--- src/rtl/truth_table_sweeper.sv ---
// Clocked exhaustive sweep of an N_IN-input combinational block: drives each
// input vector in ascending order, samples the block's output into a table and scores it.
module truth_table_sweeper #(
  parameter int                     N_IN     = 2,
  parameter int                     SETTLE   = 1,
  parameter logic [(1<<N_IN)-1:0]   EXPECTED = 4'b0010
) (
  input  logic                      clk,
  input  logic                      reset,
  input  logic                      start,
  input  logic                      s_in,
  output logic [N_IN-1:0]           vec,
  output logic                      busy,
  output logic                      done,
  output logic [(1<<N_IN)-1:0]      table_out,
  output logic                      pass,
  output logic [N_IN:0]             mismatch_cnt,
  output logic [N_IN-1:0]           first_fail,
  output logic [1:0]                dbg_state
);

  localparam int T  = 1 << N_IN;
  localparam int CW = (SETTLE > 0) ? $clog2(SETTLE + 1) : 1;
  localparam int MW = N_IN + 1;
  localparam logic [N_IN-1:0] LAST_VEC = '1;
  localparam logic [CW-1:0]   CNT_LOAD = CW'(SETTLE);

  typedef enum logic [1:0] {
    S_IDLE = 2'd0,
    S_RUN  = 2'd1,
    S_DONE = 2'd2
  } state_t;

  state_t          r_state;
  logic [N_IN-1:0] r_vec;
  logic [CW-1:0]   r_cnt;
  logic [T-1:0]    r_table;
  logic            r_busy;
  logic            r_done;

  logic [T-1:0]    w_diff;
  logic [MW-1:0]   w_popcnt;
  logic [N_IN-1:0] w_first;

  // start is a level sampled on each rising edge; it only has effect in IDLE
  // or DONE, so holding it high never restarts a sweep already in progress.
  always_ff @(posedge clk or posedge reset) begin
    if (reset) begin
      r_state <= S_IDLE;
      r_vec   <= '0;
      r_cnt   <= '0;
      r_table <= '0;
      r_busy  <= 1'b0;
      r_done  <= 1'b0;
    end else begin
      case (r_state)
        S_IDLE, S_DONE: begin
          if (start) begin
            r_state <= S_RUN;
            r_vec   <= '0;
            r_cnt   <= CNT_LOAD;
            r_table <= '0;
            r_busy  <= 1'b1;
            r_done  <= 1'b0;
          end
        end
        S_RUN: begin
          if (r_cnt != '0) begin
            r_cnt <= r_cnt - CW'(1);
          end else begin
            // Last edge of this vector's window: sample, then advance or finish.
            r_table[r_vec] <= s_in;
            if (r_vec == LAST_VEC) begin
              r_state <= S_DONE;
              r_busy  <= 1'b0;
              r_done  <= 1'b1;
            end else begin
              r_vec <= r_vec + N_IN'(1);
              r_cnt <= CNT_LOAD;
            end
          end
        end
        default: begin
          r_state <= S_IDLE;
          r_busy  <= 1'b0;
          r_done  <= 1'b0;
        end
      endcase
    end
  end

  // Scoring is purely combinational from the registered table; the descending
  // loop leaves the lowest differing index in w_first.
  always_comb begin
    w_diff   = r_table ^ EXPECTED;
    w_popcnt = '0;
    w_first  = '0;
    for (int i = T - 1; i >= 0; i--) begin
      if (w_diff[i]) w_first = N_IN'(i);
    end
    for (int i = 0; i < T; i++) begin
      w_popcnt = w_popcnt + MW'(w_diff[i]);
    end
  end

  assign vec          = r_vec;
  assign busy         = r_busy;
  assign done         = r_done;
  assign table_out    = r_table;
  assign pass         = r_done && (w_diff == '0);
  assign mismatch_cnt = r_done ? w_popcnt : '0;
  assign first_fail   = r_done ? w_first : '0;
  assign dbg_state    = r_state;

endmodule

--- config.mk ---
export PLATFORM = sky130hd
export DESIGN_NAME = truth_table_sweeper
export DESIGN_NICKNAME = d
export VERILOG_FILES = /design/src/rtl/truth_table_sweeper.sv
export SDC_FILE = /design/constraint.sdc
export NUM_CORES = 1
export LEC_CHECK = 0
export ABC_CLOCK_PERIOD_IN_PS = 2050
export BUFFER_PORTS_ARGS = -buffer_cell sky130_fd_sc_hd__buf_2
export CAP_MARGIN = 10
export CORE_UTILIZATION = 25
export CTS_CLUSTER_SIZE = 30
export DETAILED_ROUTE_END_ITERATION = 8
export SYNTH_ARGS = -nofsm -noshare
export SYNTH_HDL_FRONTEND = slang
export SYNTH_SLANG_ARGS = --single-unit
export TNS_END_PERCENT = 30
--- constraint.sdc ---
create_clock -name clk -period 2.05 [get_ports clk]
set_clock_uncertainty 0.15 [all_clocks]
set_input_delay 0.1025 -clock clk [delete_from_list [all_inputs] [get_ports clk]]
set_output_delay 0.1025 -clock clk [all_outputs]
set_load 0.05 [all_outputs]
==> results.json <==
{
  "gp_congestion": 0.7378,
  "status": "finished, violations left",
  "firstDrtPassIters": 4,
  "rows": 18,
  "power.density_mw_per_mm2": 1533,
  "area_delta_synth_final_pct": 40.46,
  "dp_hpwl_um": 974.1,
  "post-synth-top-count-cell": "nand2_1",
  "fin_crit_sh_pct": 104.3,
  "yosysWarnings": 0,
  "diodes": 0,
  "worst_setup_path_end_kind": "output port",
  "start_util_pct": 26.46,
  "tritoncts": "yes",
  "swShare_pct": 50.15,
  "root_buffer": "clkbuf_4",
  "min_path_type": "input port to async pin",
  "worstPathArrival_ns": 1.89,
  "synth_top_cell_area_share_pct": 38.17,
  "path_max_fanout": 2,
  "crit_type": "flop to output port",
  "fillers": 267,
  "cp.required_ns": 1.80,
  "p_int_mw": 0.7036,
  "crit_path_start_kind": "flop",
  "cap_violations": 0,
  "fmax_mhz": 467.6,
  "ys_ff_latch": 10,
  "wire_per_inst_um": 10.70,
  "synth_area_um2": 655.6,
  "vdd_drop_max_mv": 0.6086,
  "drt_drc_violations_left": 0,
  "avgSynthCellArea_um2": 9.642,
  "dieArea_mm2": 0.002831,
  "die_w_um": 53.21,
  "vias": 557,
  "p_clk_share_pct": 12.6,
  "p_seq_share_pct": 27.3,
  "setup_tns_ns": -0.09819,
  "tightest_slew_ns": 0.4429,
  "synth_top_area_cell": "dfrtp_1",
  "dr.first_iter.drc_count": 8,
  "seq_area_frac_synth_pct": 38.17,
  "grt_pass1_wl_um": 2194,
  "port_buffers": 19,
  "finalHoldViolCount": 0,
  "rsz0062_at_grt": "true",
  "synth_cell_types": 21,
  "die_h_um": 53.21,
  "netlist_top_cells_area": "dfrtp_1, ha_1, nand2_1",
  "path_clk_slew_ns": 0.07,
  "routed_wl_um": 1359,
  "grt-ovfl-total": 0,
  "cts_buffers": 3,
  "drive_gt1_share_pct": 38.14,
  "p_leak_nw": 0.4813,
  "synth_common_cells": "nand2_1, dfrtp_1, inv_1",
  "violations": "setup timing",
  "synth_cells": 68,
  "grt_max_degree": 13,
  "async_flop_share_pct": 100.0,
  "p_comb_share_pct": 60.1,
  "fin_ws_ns": -0.08852,
  "grt_pass1_vias": 521,
  "maxSlewViolCount": 0,
  "syn_nets": 79,
  "via_per_inst": 4.386,
  "period_needed_ns": 2.139,
  "slew_headroom_pct": 70.47,
  "synth_edf_count": 0,
  "setup_viol": 2,
  "cts_buffer_depth": 2,
  "ios": 20,
  "insertion_delay_ns": 0.26,
  "antenna_found_initial": 0,
  "layout.nets": 109,
  "power_switching_mw": 0.7077,
  "fp.coreArea_mm2": 0.002477,
  "cts.sinks": 10,
  "h-tree-depth": 1,
  "ant_nets": 0,
  "pre_cts_slack_ns": 0.08894,
  "synth-main-ff-cell": "dfrtp_1",
  "gr-usage-all-layers_pct": 11.32
}
[cell type report]
cell class / count / area, um^2 / share of cell area (%)
repair buffers: 27 / 185.2 / 20.11
flip-flops and latches: 10 / 250.2 / 27.17
inverters: 7 / 26.28 / 2.853
multi-input cells: 49 / 385.4 / 41.85
well taps: 30 / 37.54 / 4.076
clock buffers: 4 / 36.28 / 3.940
[repair_timing]
item                                   4_1_cts  5_1_grt
buffers inserted                             2        2
hold buffers                                 3        0
pin swaps                                    1        1
cloned                                       0        0
setup endpoints to repair                    3        3
gates resized for setup                     11        1
endpoints found under the hold margin       15        0
[cell families after synthesis]
kind of cell    synth area share [%]
simple gates                   26.91
flops                          38.17
buf+inv                        6.871
compound gates                 7.442
fa+ha+maj                      14.50
mux                            6.107
[per-layer routing]
metal | part of all wire [%] | up-vias | GRT usage (%) | wire length [um]
met5 | 0 | - | 0 | 0
met4 | 0.88 | 0 | 6.579 | 12
met3 | 6.4 | 2 | 3.736 | 87
met2 | 49 | 24 | 19.58 | 662
met1 | 44 | 250 | 11.73 | 596
li1 | - | 281 | - | -
[per-stage QoR]
step	util [%]	hold WS, ns	instance area (um^2)	instances	total power [mW]
finish	37.17	0.2103	920.9	127	1.411
global route	37.17	0.2554	920.9	127	1.524
CTS	36.41	0.2268	902.1	125	1.399
detailed placement	31.57	-0.04358	782.0	116	1.139
global placement	31.57	-0.05280	782.0	116	1.122
floorplan	-	-0.2073	660.6	68	0.9690
[power by group through the flow]
stage	Combinational (mW)	Clock, mW	Sequential [mW]
global route	0.930	0.195	0.399
finish	0.848	0.178	0.385
floorplan	0.364	0	0.605
global placement	0.734	0	0.388
detailed placement	0.744	0	0.395
CTS	0.830	0.184	0.385
[placed cells by master (no fill, tap or decap), drive strengths merged, types with 2 or more instances in the layout]
master / netlist / layout
nand2: 12 / 12
ha: 6 / 6
nor3b: 2 / 2
dlygate4sd3: 0 / 3
nor2: 4 / 4
clkbuf: 0 / 4
mux2i: 4 / 4
and2: 3 / 3
o21ai: 5 / 5
buf: 2 / 24
inv: 7 / 7
dfrtp: 10 / 10
nand2b: 5 / 5
[sequential cells by signal, summed over array words and instances, names as in the netlist]
signal and flops:
r_cnt 1, dbg_state 1, busy 1, table_out 4
vec 2, done 1
[worst max-delay path, stage by stage (launching register included)]
cell and delay (ns):
dfrtp_1 0.40, fa_1 0.55, ha_2 0.19, ha_4 0.19, and2_4 0.15, buf_8 0.14
[path summary, 6_finish.rpt]
check	start	to	slack, ns	cells after the start
max	table_out[2]$_DFFE_PP0P_	mismatch_cnt[1]	-0.09	5
min	reset	table_out[2]$_DFFE_PP0P_	0.21	3
max reg2reg	vec[0]$_DFFE_PP0P_	table_out[3]$_DFFE_PP0P_	0.58	4
min reg2reg	busy$_DFFE_PP0P_	busy$_DFFE_PP0P_	0.41	2
max in group asynchronous	reset	busy$_DFFE_PP0P_	1.27	3
min in group clk	busy$_DFFE_PP0P_	busy$_DFFE_PP0P_	0.41	2
Note: power is estimated with default switching activity, not from simulation.
